$ cat src/rtl/uart_txrx_top.sv
// Full-duplex 8N1 UART: registered transmitter and a synchronized,
// mid-bit sampling receiver sharing one clock and baud setting.
module uart_txrx_top #(
  parameter int CLK_FREQ  = 25000000,
  parameter int BAUD_RATE = 115200
) (
  input  logic       clk,
  input  logic       rst,
  input  logic       rx,
  output logic       tx,
  output logic [7:0] rx_data,
  output logic       rx_done,
  input  logic       tx_start,
  input  logic [7:0] tx_data_in,
  output logic       tx_busy,
  output logic       tx_done
);
  localparam int CLKS_PER_BIT = CLK_FREQ / BAUD_RATE;
  localparam int CW = $clog2(CLKS_PER_BIT + 1);
  localparam logic [CW-1:0] LAST = CW'(CLKS_PER_BIT - 1);
  localparam logic [CW-1:0] MID  = CW'(CLKS_PER_BIT / 2 - 1);

  typedef enum logic [1:0] {
    TX_IDLE, TX_START, TX_DATA, TX_STOP
  } tx_state_t;

  typedef enum logic [2:0] {
    RX_IDLE, RX_START, RX_DATA, RX_STOP, RX_WAIT
  } rx_state_t;

  tx_state_t     tx_st, tx_st_n;
  logic [CW-1:0] tx_cnt, tx_cnt_n;
  logic [2:0]    tx_idx, tx_idx_n;
  logic [7:0]    tx_sh, tx_sh_n;
  logic          tx_q, tx_q_n;
  logic          tx_last;

  assign tx_last = (tx_cnt == LAST);
  assign tx      = tx_q;
  assign tx_done = ~rst & (tx_st == TX_STOP) & tx_last;
  // a start in the done cycle chains frames, so busy never drops then
  assign tx_busy = ~rst & (tx_st != TX_IDLE)
                 & ~(tx_done & ~tx_start);

  always_ff @(posedge clk) begin
    if (rst) begin
      tx_st  <= TX_IDLE;
      tx_cnt <= '0;
      tx_idx <= '0;
      tx_sh  <= '0;
      tx_q   <= 1'b1;
    end else begin
      tx_st  <= tx_st_n;
      tx_cnt <= tx_cnt_n;
      tx_idx <= tx_idx_n;
      tx_sh  <= tx_sh_n;
      tx_q   <= tx_q_n;
    end
  end

  always_comb begin
    tx_st_n  = tx_st;
    tx_cnt_n = tx_cnt + CW'(1);
    tx_idx_n = tx_idx;
    tx_sh_n  = tx_sh;
    tx_q_n   = tx_q;
    unique case (tx_st)
      TX_IDLE: begin
        tx_cnt_n = '0;
        tx_q_n   = 1'b1;
        if (tx_start) begin
          tx_st_n = TX_START;
          tx_sh_n = tx_data_in;
          tx_q_n  = 1'b0;
        end
      end
      TX_START: begin
        if (tx_last) begin
          tx_cnt_n = '0;
          tx_idx_n = '0;
          tx_st_n  = TX_DATA;
          tx_q_n   = tx_sh[0];
        end
      end
      TX_DATA: begin
        if (tx_last) begin
          tx_cnt_n = '0;
          if (tx_idx == 3'd7) begin
            tx_st_n = TX_STOP;
            tx_q_n  = 1'b1;
          end else begin
            tx_idx_n = tx_idx + 3'd1;
            tx_sh_n  = {1'b0, tx_sh[7:1]};
            tx_q_n   = tx_sh[1];
          end
        end
      end
      TX_STOP: begin
        if (tx_last) begin
          tx_cnt_n = '0;
          if (tx_start) begin
            tx_st_n = TX_START;
            tx_sh_n = tx_data_in;
            tx_q_n  = 1'b0;
          end else begin
            tx_st_n = TX_IDLE;
            tx_q_n  = 1'b1;
          end
        end
      end
      default: tx_st_n = TX_IDLE;
    endcase
  end

  logic          rx_s1, rx_s2;
  rx_state_t     rx_st, rx_st_n;
  logic [CW-1:0] rx_cnt, rx_cnt_n;
  logic [2:0]    rx_idx, rx_idx_n;
  logic [7:0]    rx_sh, rx_sh_n;
  logic [7:0]    rx_data_n;
  logic          rx_done_n;

  always_ff @(posedge clk) begin
    if (rst) begin
      rx_s1   <= 1'b1;
      rx_s2   <= 1'b1;
      rx_st   <= RX_IDLE;
      rx_cnt  <= '0;
      rx_idx  <= '0;
      rx_sh   <= '0;
      rx_data <= '0;
      rx_done <= 1'b0;
    end else begin
      rx_s1   <= rx;
      rx_s2   <= rx_s1;
      rx_st   <= rx_st_n;
      rx_cnt  <= rx_cnt_n;
      rx_idx  <= rx_idx_n;
      rx_sh   <= rx_sh_n;
      rx_data <= rx_data_n;
      rx_done <= rx_done_n;
    end
  end

  always_comb begin
    rx_st_n   = rx_st;
    rx_cnt_n  = rx_cnt + CW'(1);
    rx_idx_n  = rx_idx;
    rx_sh_n   = rx_sh;
    rx_data_n = rx_data;
    rx_done_n = 1'b0;
    unique case (rx_st)
      RX_IDLE: begin
        rx_cnt_n = '0;
        if (!rx_s2) rx_st_n = RX_START;
      end
      RX_START: begin
        if (rx_cnt == MID) begin
          rx_cnt_n = '0;
          rx_idx_n = '0;
          rx_st_n  = rx_s2 ? RX_IDLE : RX_DATA;
        end
      end
      RX_DATA: begin
        if (rx_cnt == LAST) begin
          rx_cnt_n = '0;
          rx_sh_n  = {rx_s2, rx_sh[7:1]};
          if (rx_idx == 3'd7) rx_st_n = RX_STOP;
          else rx_idx_n = rx_idx + 3'd1;
        end
      end
      RX_STOP: begin
        if (rx_cnt == LAST) begin
          rx_cnt_n = '0;
          if (rx_s2) begin
            rx_data_n = rx_sh;
            rx_done_n = 1'b1;
            rx_st_n   = RX_IDLE;
          end else begin
            rx_st_n = RX_WAIT;
          end
        end
      end
      RX_WAIT: begin
        rx_cnt_n = '0;
        if (rx_s2) rx_st_n = RX_IDLE;
      end
      default: rx_st_n = RX_IDLE;
    endcase
  end
endmodule

$ cat config.mk
export PLATFORM = sky130hd
export DESIGN_NAME = uart_txrx_top
export DESIGN_NICKNAME = d
export VERILOG_FILES = /design/src/rtl/uart_txrx_top.sv
export SDC_FILE = /design/constraint.sdc
export NUM_CORES = 1
export LEC_CHECK = 0
export BUFFER_PORTS_ARGS = -buffer_cell sky130_fd_sc_hd__buf_4
export CAP_MARGIN = 5
export CORE_MARGIN = 10
export CORE_UTILIZATION = 45
export DETAILED_ROUTE_END_ITERATION = 6
export PLACE_DENSITY = 0.69
export SLEW_MARGIN = 15
export SYNTH_ARGS = -nofsm -noshare
export SYNTH_HDL_FRONTEND = slang
export SYNTH_SLANG_ARGS = --single-unit
export TNS_END_PERCENT = 30
$ cat constraint.sdc
create_clock -name clk -period 1.97 [get_ports clk]
set_input_delay 0.591 -clock clk [delete_from_list [all_inputs] [get_ports clk]]
set_output_delay 0.591 -clock clk [all_outputs]
set_load 0.05 [all_outputs]
==> results.md <==
- The largest incremental delay on the critical path is 340 ps.
- The area growth from synthesis to layout is 20.1%.
- Counting flops with a built-in enable in the synthesized netlist gives 0.
- Setup repair after global routing could not meet its margin everywhere.
- The effective utilization at floorplan is 0.469.
- TritonCTS built the clock tree.
- Synthesis inferred 55 register bits.
- The area enclosed by the die boundary is 9250 um^2.
- The leakage power of the design is 1.19 nW.
- Of the total power, combinational logic draws 0.302.
- The worst setup skew after layout is 4.40 ps.
- The I/O pin total is 24.
- The number of design-rule violations left by the first detailed-router iteration is 89.
- The detailed-route wire length per cell is 12.6 um.
- The async set-reset flop share out of synthesis is 0.
- The mean number of vias per cell is 5.20.
- The global-route usage over all layers is 0.111.
- Measured against the total synthesized area, the mux share comes to 0.100.
- The reported net switching power is 1.02 mW.
- Of the available clock period, the critical path in the final layout requires 1.08.
- The total count of max-transition violations in the final report came to 0.
- Data on the critical path arrives at its endpoint at 1530 ps.
- For this run, the top clock speed supported by timing is 472 MHz.
- The total of endpoints with negative setup slack in the final report is 2.
- The number of nets in the synthesized netlist is 297.
- The slew at the pin closest to its max-slew limit is 475 ps.
- The number of nets in the final layout is 332.
- The repair_antennas step left the layout with diodes totalling 0.
- Among all flip-flop cells after synthesis, the most frequent one is sky130_fd_sc_hd__dfxtp_1.
- The via count of the first global-routing pass was 1906.
- The number of H-tree levels is 2.
- The row count is 27.
- The later pin in the worst-skew pair is clocked with a latency of 310 ps.
- The signal on the critical path passes through inv_1 -> ha_1 -> nand4b_1 -> nor2_4 -> nand2_2 -> nor2_4 -> buf_8.
- The number of hold violations in the final report is 0.
- The flow ran to the end, but the final reports show violations.
- Leaving out fill and tap cells, the most frequent cells in the layout are sky130_fd_sc_hd__dfxtp_1 (53), sky130_fd_sc_hd__nor2_1 (42), sky130_fd_sc_hd__buf_4 (37), sky130_fd_sc_hd__mux2i_1 (25), sky130_fd_sc_hd__a21oi_1 (14).
- Data on the critical path is required at its endpoint by 1380 ps.
- After clock tree synthesis, the flow added hold-fix buffers numbering 0.
- The initial antenna violation count was 0.
- The library cell used most frequently in the layout, excluding fill and tap cells, is sky130_fd_sc_hd__dfxtp_1.
- The time the final worst path needs with I/O delays and setup is 2120 ps.
- The antenna violation net count after detailed routing is 0.
- Detailed placement finished with a half-perimeter wire length of 3360 um.
- Of the total synthesized cell area, the portion taken by AND, OR, NAND and NOR gates is 0.203.
- After clock tree synthesis, the clock-pin slew on the worst setup and hold paths is 100 ps.
- The type of the worst min-delay path is reg2reg.
- Headroom to the max-slew limit came out at 0.681.
- Synthesis instantiated 52 different standard cells from the library.
- The post-synthesis cell count is 273.
- The power share of the sequential group is 0.417.
- The share of the Yosys chip area taken by registers is 0.421.
- The final weighted congestion of routability-driven global placement is 0.771.
- The kind of critical path is reg2out.
- The final route contains 1983 vias.
- The total internal power is 2.19 mW.
- STA classifies the critical path startpoint as a flip-flop.
- The highest-delay cell along the critical path is sky130_fd_sc_hd__dfxtp_2.
- Of the total power, the share spent switching nets is 0.317.
- The share of the synthesized netlist area taken by xor and xnor gates is 0.0436.
- The worst register-to-register path has a depth of 10.
- Measured along the y axis, the die boundary spans 96.2 um.
- The mean area per synthesized cell is 9.57 um^2.
- Of the total synthesized cell area, the portion taken by full adders, half adders and majority gates is 0.0575.
- The final reports fail on setup timing.
- The share of total power dissipated in the clock network is 0.281.
- By area, the combinational part of the netlist is dominated by simple AND/OR/NAND/NOR gates.
- The worst slack after detailed placement is 38.7 ps.
- Across the VDD grid, the largest voltage drop is 0.000724 V.
- The die is 96.2 um wide.
- The Yosys step of the flow raised 0 warnings.
- The standard cell core area is 5570 um^2.
- The area fraction in compound gates after synthesis was 0.135.
- The number of DRC violations after detailed routing is 0.
- The cell with the most instances on the worst path is sky130_fd_sc_hd__nor2_4.
- The root buffer selected by CTS is sky130_fd_sc_hd__clkbuf_8.
- The biggest fanout along the worst timing path is 3.
- Global routing finished with a remaining overflow of 0.
- The pre-antenna-repair detailed-routing pass consisted of 4 iterations.
- The slack of the worst reg-to-reg path is 100 ps.
- Entering global routing, the biggest net connects 37 pins.
- Power spread over the standard cell area amounts to 1020 nW/um^2.
- The mapped netlist covers 2610 um^2.
- The tool flagged a number of max-cap violations equal to 0.
- The filler cells instantiated in the layout total 497.
- The total CTS buffers is 5.
- The clock net in this run drives a total of 55 sinks.
- The number of cells on the worst hold path is 1.
- The deepest clock path buffer count is 2.
- Of the cells placed in the final design, the portion with a size suffix greater than 1 is 0.210.
- STA classifies the critical path endpoint as an output pin.
- The post-layout total power is 3.21 mW.
- During placement, the flow inserted port buffers numbering 23.
- The wire length of the first global-routing pass is 8540 um.
- The final worst setup slack is -148 ps.
- The sum of routed wire length over all layers is 4790 um.
## logic make-up (layout without fill, tap and decap cells)
family / after synthesis / in the layout
compound gates: 46 / 46
xor+xnor: 13 / 13
fa+ha+maj: 12 / 12
buf+inv: 23 / 59
flops: 55 / 55
mux: 26 / 26
simple gates: 98 / 98
## final timing paths
path / end / startpoint
hold / removal: rx_s2 / rx_s1
setup reg to reg: tx_sh[5] / tx_cnt[1]
hold reg to reg: rx_s2 / rx_s1
setup / recovery: tx_done / tx_cnt[1]
## cell usage after synthesis (5+ instances only)
cell                       number  area share
sky130_fd_sc_hd__a21oi_1       14       0.027
sky130_fd_sc_hd__a311oi_1       8       0.027
sky130_fd_sc_hd__clkbuf_1       8       0.011
sky130_fd_sc_hd__dfxtp_1       55        0.42
sky130_fd_sc_hd__ha_1          12       0.057
sky130_fd_sc_hd__inv_1         11       0.016
sky130_fd_sc_hd__mux2i_1       25       0.096
sky130_fd_sc_hd__nand2_1       10       0.014
sky130_fd_sc_hd__nand2b_1       7       0.017
sky130_fd_sc_hd__nand3_1        9       0.017
sky130_fd_sc_hd__nand4b_1       5       0.017
sky130_fd_sc_hd__nor2_1        44       0.063
sky130_fd_sc_hd__xnor2_1        7       0.023
sky130_fd_sc_hd__xor2_1         6       0.020
## routing by layer
metal	routed length (um)	vias up	GRT usage
met5	0	-	0
met4	58	0	0.0369
met3	145	5	0.0304
met2	2170	15	0.174
met1	2420	933	0.144
li1	-	1030	-
## stage by stage
stage | utilization | cell area, um^2 | hold WS (ps) | setup TNS, ps | instances
after floorplan | - | 2670 | 389 | -90.9 | 273
after global placement | 0.529 | 2950 | 401 | 0 | 371
after detailed placement | 0.529 | 2950 | 410 | 0 | 371
after CTS | 0.560 | 3120 | 433 | -321 | 380
after global routing | 0.563 | 3140 | 450 | -794 | 381
final | 0.563 | 3140 | 427 | -271 | 381
## sequential cells by signal, indices dropped and copies added, names as in the netlist
signal	cells
rx_idx	3
tx_st	2
rx_sh	8
tx_sh	8
tx_cnt	8
tx_idx	3
rx_s1	1
rx_data	8
rx_s2	1
rx_st	3
tx	1
rx_done	1
rx_cnt	8
## worst max-delay path: cells and delay by family, from the launching register on
family,cells,cell delay (ps)
buffers and inverters,2,200
AND/OR/NAND/NOR,4,550
adder cells (fa/ha/maj),1,130
flip-flops,1,340
## power by group through the flow
stage	Sequential [mW]	Clock (mW)	Combinational (mW)
final	1.34	0.901	0.970
after global routing	1.36	0.971	1.08
after CTS	1.34	0.932	0.954
after detailed placement	1.36	0	0.944
after global placement	1.36	0	0.926
after floorplan	1.37	0	0.694
## final cells by class
class / instances / area [um^2] / share of cell area
flip-flops and latches: 55 / 1100 / 0.352
clock buffers: 5 / 68.8 / 0.0219
well taps: 72 / 90.1 / 0.0287
multi-input cells: 195 / 1450 / 0.461
clock inverters: 3 / 71.3 / 0.0227
inverters: 11 / 41.3 / 0.0132
repair buffers: 40 / 315 / 0.100
## repair_timing
| action | in CTS | in global routing |
|---|---|---|
| buffers inserted | 1 | 1 |
| endpoints found under the setup margin | 2 | 6 |
| pin swaps | 3 | 2 |
| gates resized for setup | 8 | 3 |
(Power assumes the default switching activity.)
